File: src/rtl/ps2_dev_tx_pkg.sv
// Shared definitions for the PS/2 device transmitter: frame layout, FSM states
// and the frame builder.
package ps2_dev_tx_pkg;

    localparam int FRAME_BITS    = 11;
    localparam int BIT_START     = 0;
    localparam int BIT_PAR       = 9;
    localparam int BIT_STOP      = 10;
    // Two synchroniser cycles plus one grace cycle before a low clock counts as inhibit.
    localparam int INHIBIT_GRACE = 3;

    typedef enum logic [2:0] {
        ST_IDLE,
        ST_WAIT_IDLE,
        ST_SEND_HI,
        ST_SEND_LO,
        ST_DONE
    } state_e;

    // Bit 0 is sent first: start 0, data LSB first, odd parity, stop 1.
    function automatic logic [FRAME_BITS-1:0] build_frame(input logic [7:0] d);
        return {1'b1, ~^d, d, 1'b0};
    endfunction

endpackage

File: src/rtl/ps2_tx_fifo.sv
// Small synchronous byte queue with occupancy count; power-of-two depth.
module ps2_tx_fifo #(
    parameter int WIDTH = 8,
    parameter int DEPTH = 4
) (
    input  logic                     clk_i,
    input  logic                     rst_n_i,
    input  logic                     push_i,
    input  logic [WIDTH-1:0]         data_i,
    input  logic                     pop_i,
    output logic [WIDTH-1:0]         data_o,
    output logic [$clog2(DEPTH):0]   cnt_o,
    output logic                     full_o,
    output logic                     empty_o
);
    localparam int AW = $clog2(DEPTH);

    logic [WIDTH-1:0] mem_q [DEPTH];
    logic [AW-1:0]    wr_ptr_q, rd_ptr_q;
    logic [AW:0]      cnt_q;
    logic             do_push, do_pop;

    assign full_o  = (cnt_q == (AW+1)'(DEPTH));
    assign empty_o = (cnt_q == '0);
    assign cnt_o   = cnt_q;
    assign data_o  = mem_q[rd_ptr_q];
    assign do_push = push_i && !full_o;
    assign do_pop  = pop_i && !empty_o;

    always_ff @(posedge clk_i) begin
        if (do_push) begin
            mem_q[wr_ptr_q] <= data_i;
        end
    end

    always_ff @(posedge clk_i or negedge rst_n_i) begin
        if (!rst_n_i) begin
            wr_ptr_q <= '0;
            rd_ptr_q <= '0;
            cnt_q    <= '0;
        end else begin
            if (do_push) wr_ptr_q <= wr_ptr_q + 1'b1;
            if (do_pop)  rd_ptr_q <= rd_ptr_q + 1'b1;
            case ({do_push, do_pop})
                2'b10:   cnt_q <= cnt_q + 1'b1;
                2'b01:   cnt_q <= cnt_q - 1'b1;
                default: cnt_q <= cnt_q;
            endcase
        end
    end

endmodule

File: src/rtl/ps2_dev_tx.sv
// PS/2 device-side transmitter: queues bytes and serialises each into an 11-bit
// open-drain frame, backing off and retrying the whole byte if the host inhibits.
module ps2_dev_tx
    import ps2_dev_tx_pkg::*;
#(
    parameter int HALF_CYC   = 1250,
    parameter int IDLE_CYC   = 2500,
    parameter int FIFO_DEPTH = 4
) (
    input  logic                          clk_i,
    input  logic                          rst_n_i,
    input  logic [7:0]                    tx_data_i,
    input  logic                          tx_valid_i,
    output logic                          tx_ready_o,
    input  logic                          ps2_clk_i,
    input  logic                          ps2_dat_i,
    output logic                          ps2_clk_drv_o,
    output logic                          ps2_dat_drv_o,
    output logic                          busy_o,
    output logic                          abort_o,
    output logic [$clog2(FIFO_DEPTH):0]   fifo_cnt_o
);
    localparam int            HW        = $clog2(HALF_CYC + 1);
    localparam int            IW        = $clog2(IDLE_CYC + 1);
    localparam logic [HW-1:0] HALF_LAST = HW'(HALF_CYC - 1);
    localparam logic [IW-1:0] IDLE_LAST = IW'(IDLE_CYC - 1);

    state_e                  state_q, state_d;
    logic [3:0]              bit_q, bit_d;
    logic [HW-1:0]           half_q, half_d;
    logic [IW-1:0]           idle_q, idle_d;
    logic [FRAME_BITS-1:0]   frame_q, frame_d;
    logic                    abort_q, abort_d;
    logic [1:0]              clk_sync_q, dat_sync_q;
    logic                    clk_s, dat_s;
    logic                    fifo_pop, fifo_full, fifo_empty;
    logic [7:0]              fifo_head;

    ps2_tx_fifo #(
        .WIDTH (8),
        .DEPTH (FIFO_DEPTH)
    ) u_fifo (
        .clk_i   (clk_i),
        .rst_n_i (rst_n_i),
        .push_i  (tx_valid_i && tx_ready_o),
        .data_i  (tx_data_i),
        .pop_i   (fifo_pop),
        .data_o  (fifo_head),
        .cnt_o   (fifo_cnt_o),
        .full_o  (fifo_full),
        .empty_o (fifo_empty)
    );

    always_ff @(posedge clk_i or negedge rst_n_i) begin
        if (!rst_n_i) begin
            clk_sync_q <= 2'b00;
            dat_sync_q <= 2'b00;
        end else begin
            clk_sync_q <= {clk_sync_q[0], ps2_clk_i};
            dat_sync_q <= {dat_sync_q[0], ps2_dat_i};
        end
    end

    assign clk_s = clk_sync_q[1];
    assign dat_s = dat_sync_q[1];

    always_ff @(posedge clk_i or negedge rst_n_i) begin
        if (!rst_n_i) begin
            state_q <= ST_IDLE;
            bit_q   <= '0;
            half_q  <= '0;
            idle_q  <= '0;
            frame_q <= '1;
            abort_q <= 1'b0;
        end else begin
            state_q <= state_d;
            bit_q   <= bit_d;
            half_q  <= half_d;
            idle_q  <= idle_d;
            frame_q <= frame_d;
            abort_q <= abort_d;
        end
    end

    always_comb begin
        state_d  = state_q;
        bit_d    = bit_q;
        half_d   = half_q;
        idle_d   = idle_q;
        frame_d  = frame_q;
        abort_d  = 1'b0;
        fifo_pop = 1'b0;
        case (state_q)
            ST_IDLE: begin
                if (!fifo_empty) begin
                    state_d = ST_WAIT_IDLE;
                    idle_d  = '0;
                end
            end
            ST_WAIT_IDLE: begin
                // Host inhibit or request-to-send keeps restarting the idle window.
                if (clk_s && dat_s) begin
                    if (idle_q == IDLE_LAST) begin
                        state_d = ST_SEND_HI;
                        bit_d   = 4'(BIT_START);
                        half_d  = '0;
                        idle_d  = '0;
                        frame_d = build_frame(fifo_head);
                    end else begin
                        idle_d = idle_q + 1'b1;
                    end
                end else begin
                    idle_d = '0;
                end
            end
            ST_SEND_HI: begin
                if (!clk_s && (half_q >= HW'(INHIBIT_GRACE)) && (bit_q <= 4'(BIT_PAR))) begin
                    state_d = ST_WAIT_IDLE;
                    idle_d  = '0;
                    abort_d = 1'b1;
                end else if (half_q == HALF_LAST) begin
                    state_d = ST_SEND_LO;
                    half_d  = '0;
                end else begin
                    half_d = half_q + 1'b1;
                end
            end
            ST_SEND_LO: begin
                if (half_q == HALF_LAST) begin
                    half_d = '0;
                    if (bit_q == 4'(BIT_STOP)) begin
                        state_d  = ST_DONE;
                        fifo_pop = 1'b1;
                    end else begin
                        state_d = ST_SEND_HI;
                        bit_d   = bit_q + 1'b1;
                    end
                end else begin
                    half_d = half_q + 1'b1;
                end
            end
            ST_DONE: begin
                idle_d  = '0;
                state_d = fifo_empty ? ST_IDLE : ST_WAIT_IDLE;
            end
            default: state_d = ST_IDLE;
        endcase
    end

    // Drive decodes come straight from registered state so async reset releases at once.
    assign ps2_clk_drv_o = (state_q == ST_SEND_LO);
    assign ps2_dat_drv_o = ((state_q == ST_SEND_HI) || (state_q == ST_SEND_LO)) && !frame_q[bit_q];
    assign busy_o        = (state_q == ST_SEND_HI) || (state_q == ST_SEND_LO) || (state_q == ST_DONE);
    assign abort_o       = abort_q;
    assign tx_ready_o    = !fifo_full;

endmodule
File: config.mk
export PLATFORM = sky130hd
export DESIGN_NAME = ps2_dev_tx
export DESIGN_NICKNAME = d
export VERILOG_FILES = /design/src/rtl/ps2_dev_tx_pkg.sv /design/src/rtl/ps2_tx_fifo.sv /design/src/rtl/ps2_dev_tx.sv
export SDC_FILE = /design/constraint.sdc
export NUM_CORES = 1
export LEC_CHECK = 0
export CELL_PAD_IN_SITES_DETAIL_PLACEMENT = 0
export CELL_PAD_IN_SITES_GLOBAL_PLACEMENT = 1
export CORE_MARGIN = 4
export CORE_UTILIZATION = 30
export DETAILED_ROUTE_END_ITERATION = 10
export PLACE_DENSITY = 0.5
export SLEW_MARGIN = 15
export SYNTH_ARGS = -nofsm -noshare
export SYNTH_HDL_FRONTEND = slang
export SYNTH_SLANG_ARGS = --single-unit
File: constraint.sdc
create_clock -name clk_i -period 3.5 [get_ports clk_i]
set_clock_uncertainty 0.05 [all_clocks]
set_input_delay 0.525 -clock clk_i [delete_from_list [all_inputs] [get_ports clk_i]]
set_output_delay 0.525 -clock clk_i [all_outputs]
set_load 0.02 [all_outputs]
==> impl_metrics.sql <==
INSERT INTO impl_metrics (metric_group, metric, value, unit) VALUES
('critical_path', 'worst-endpoint-required', '2.92', 'ns'),
('cells_and_area', 'layout.cells.most_common', 'sky130_fd_sc_hd__dfrtp_1', ''),
('clocking', 'number_of_buffers_on_the_longest_clock_path', '2', ''),
('place', 'place.detailed.hpwl', '5.59', 'mm'),
('floorplanning', 'ios', '21', ''),
('clocking', 'clock_tree.htree_level_count', '3', ''),
('route', 'route.antenna.remaining_nets', '0', ''),
('sta', 'worst_slew_margin_rel', '0.362', ''),
('sta', 'timing.setup.tns', '0', 'ns'),
('clocking', 'cts_tree', 'yes', ''),
('power_and_ir_drop', 'leakage', '1.86', 'nW'),
('outcome', 'result_of_the_run', 'complete, no violations', ''),
('global_routing', 'grt_start_max_net_pins', '45', ''),
('global_routing', 'antenna_found_initial', '0', ''),
('route', 'via_count', '2552', ''),
('route', 'overall_routed_net_length', '8.08', 'mm'),
('place', 'gp_congestion', '0.706', ''),
('global_routing', 'wire_length_of_the_first_global_routing_pass', '13.7', 'mm'),
('floorplanning', 'fp.dieH', '124', 'um'),
('floorplanning', 'die_x', '124', 'um'),
('critical_path', 'crit_path_end_kind', 'primary output', ''),
('sta', 'tightestPinTransition', '0.955', 'ns'),
('clocking', 'ctsRootBufferMaster', 'sky130_fd_sc_hd__clkbuf_16', ''),
('cells_and_area', 'syn2layout_area_growth', '17.4', '%'),
('synthesis', 'synthesis.area', '0.00405', 'sq mm'),
('route', 'drt-wirelength-per-cell', '15.1', 'um'),
('route', 'routed_via_density', '4.77', ''),
('sta', 'max_clock_freq', '0.321', 'GHz'),
('synthesis', 'synth.avg_cell_area', '12.2', 'sq um'),
('route', 'drt_pre_antenna_iters', '4', ''),
('sta', 'fin_crit_sh', '0.889', ''),
('synthesis', 'async_set_or_reset_register_ratio_after_synthesis', '0.619', ''),
('clocking', 'cts_inserted_buffers', '9', ''),
('clocking', 'worst_skew_pair.late_latency', '0.35', 'ns'),
('sta', 'finalHoldViolCount', '0', ''),
('synthesis', 'seq_area_frac_synth', '0.562', ''),
('floorplanning', 'die-area', '0.0154', 'sq mm'),
('route', 'dr.first_iter.drc_count', '109', ''),
('power_and_ir_drop', 'power.density', '693', 'mW/mm^2'),
('sta', 'final-max-slew-violation-count', '0', ''),
('floorplanning', 'core-area', '0.0132', 'sq mm'),
('sta', 'period_needed', '3.11', 'ns'),
('synthesis', 'synthesis.yosys.warnings', '0', ''),
('clocking', 'numClockSinks', '84', ''),
('sta', 'setup_repair_after_global_routing_missed_its_margin', 'no', ''),
('synthesis', 'synth_edf_count', '32', ''),
('hold_path', 'worst_min_path_class', 'primary input to async pin', ''),
('global_routing', 'globalRoute.totalOverflow', '0', ''),
('critical_path', 'crit_path_category', 'flip-flop to primary output', ''),
('critical_path', 'cpPeakStageDelay', '0.66', 'ns'),
('cells_and_area', 'mostFrequentLayoutCells', 'sky130_fd_sc_hd__dfrtp_1, sky130_fd_sc_hd__edfxtp_1, sky130_fd_sc_hd__nand2_1', ''),
('critical_path', 'worstPathMaxFanout', '10', ''),
('clocking', 'postCtsHoldBufs', '0', ''),
('global_routing', 'vias_in_the_first_global_route', '2610', ''),
('synthesis', 'postSynthCellCount', '332', ''),
('place', 'number_of_placed_instances_taps_included', '519', ''),
('cells_and_area', 'final_net_count', '380', ''),
('critical_path', 'path_cells', 'mux4_2, nand2_1, a21oi_1, a311oi_1, clkdlybuf4s50_1', ''),
('power_and_ir_drop', 'vdd.ir_drop.worst', '0.340', 'mV'),
('synthesis', 'synth.distinct_cells', '54', ''),
('critical_path', 'timing.critical_path.from_type', 'flip-flop', ''),
('clocking', 'post_cts_setup_buffer_count', '0', ''),
('cells_and_area', 'instances_no_fill', '535', ''),
('synthesis', 'synth_seq_cells', '84', ''),
('route', 'drc', '0', ''),
('clocking', 'post_cts.resized_instances', '0', ''),
('place', 'io_buffer_count', '20', ''),
('floorplanning', 'floorplan.initialDensity', '0.305', ''),
('floorplanning', 'floorplan.rows', '42', ''),
('synthesis', 'synth_nets', '358', ''),
('clocking', 'path_clk_slew', '0.07', 'ns'),
('critical_path', 'arrival_time_of_data_at_the_critical_path_endpoint', '2.54', 'ns'),
('sta', 'timing.final.setup_violations', '0', ''),
('synthesis', 'ys.flop_type', 'sky130_fd_sc_hd__dfrtp_1', ''),
('cells_and_area', 'antenna_cells', '0', ''),
('critical_path', 'critPathSlowestCell', 'sky130_fd_sc_hd__clkdlybuf4s50_1', ''),
('run', 'timing.max_cap.violations', '0', ''),
('global_routing', 'grt_usage', '0.118', ''),
('cells_and_area', 'post_route_cells_drive_above_1_share', '0.162', '');
-- where the power goes --
group          total, mW  switching, mW  internal, mW
Sequential          1.35          0.151          1.20
Clock               1.06          0.424         0.636
Combinational      0.882          0.527         0.355
-- worst paths after layout --
path / from / end / slack (ns) / depth (start not counted)
hold reg to reg: clk_sync_q[0]$_DFF_PN0_ / clk_sync_q[1]$_DFF_PN0_ / 0.30 / 0
min in group clk_i: clk_sync_q[0]$_DFF_PN0_ / clk_sync_q[1]$_DFF_PN0_ / 0.30 / 0
setup / recovery: bit_q[0]$_DFFE_PN0P_ / ps2_dat_drv_o / 0.39 / 5
setup reg to reg: bit_q[0]$_DFFE_PN0P_ / u_fifo.cnt_o[2]$_DFFE_PN0P_ / 0.72 / 11
hold / removal: rst_n_i / idle_q[7]$_DFFE_PN0P_ / 0.13 / 1
max in group asynchronous: rst_n_i / frame_q[7]$_DFFE_PN1P_ / 2.64 / 2
-- layout make-up --
class / instances / area [sq um]
clock inverters: 7 / 105
repair buffers: 24 / 228
multi-input cells: 215 / 1620
flip-flops and latches: 84 / 2270
fillers: 1317 / 8490
well taps: 176 / 220
clock buffers: 9 / 225
inverters: 20 / 75.1
-- layer usage --
layer / routed length (um) / share of wire / global-route usage
met2: 3970 / 0.49 / 0.186
met4: 129 / 0.016 / 0.0452
met3: 286 / 0.035 / 0.0372
met5: 0 / 0 / 0
met1: 3690 / 0.46 / 0.153
-- Yosys cell counts (7+ instances only) --
master,n,area [sq um]
sky130_fd_sc_hd__a31oi_1,8,50.1
sky130_fd_sc_hd__ha_1,12,150
sky130_fd_sc_hd__o31ai_1,11,82.6
sky130_fd_sc_hd__mux4_2,10,225
sky130_fd_sc_hd__mux2_2,8,90.1
sky130_fd_sc_hd__o21ai_0,16,80.1
sky130_fd_sc_hd__dfrtp_1,42,1050
sky130_fd_sc_hd__buf_2,7,35.0
sky130_fd_sc_hd__edfxtp_1,32,961
sky130_fd_sc_hd__xnor2_1,11,96.3
sky130_fd_sc_hd__nand2_1,22,82.6
sky130_fd_sc_hd__nor2_1,15,56.3
sky130_fd_sc_hd__nand2b_1,9,56.3
sky130_fd_sc_hd__a21oi_1,12,60.1
sky130_fd_sc_hd__nand3_1,11,55.1
sky130_fd_sc_hd__dfstp_2,10,263
sky130_fd_sc_hd__inv_1,20,75.1
sky130_fd_sc_hd__and3_1,18,113
-- worst max-delay path, delay by kind of cell (launching register included) --
kind,cells,cell delay (ns)
muxes,1,0.54
DFF,1,0.54
AOI/OAI and AO/OA,2,0.38
and+or+nand+nor,1,0.08
buffers and inverters,1,0.66
-- metrics by stage --
stage	setup slack, ns	power [mW]	util	hold slack (ns)	area, sq um
finish	0.388	3.29	0.359	0.129	4750
detailed placement	0.704	2.27	0.334	0.295	4420
floorplan	0.891	1.96	-	0.179	4050
global route	0.217	3.52	0.359	0.180	4750
CTS	0.323	3.35	0.358	0.309	4750
global placement	0.757	2.28	0.334	0.293	4420
-- cells by family (layout without fill, tap and decap cells) --
group	after synthesis	in the layout	share of synthesized area
AND/OR/NAND/NOR	103	103	0.144
flip-flops	84	84	0.562
AO/OA/AOI/OAI	65	65	0.102
buffers and inverters	33	60	0.0368
multiplexers	20	20	0.0829
XOR/XNOR	14	14	0.0303
adder cells (fa/ha/maj)	13	13	0.0421
-- registers in the layout (all words and copies together), names as in the netlist, 3 cells and up --
register and flops:
bit_q 4, frame_q 10, half_q 11, idle_q 12, state_q 3, u_fifo.cnt_o 3
u_fifo.mem_q 32
Note: power is estimated with default switching activity, not from simulation.
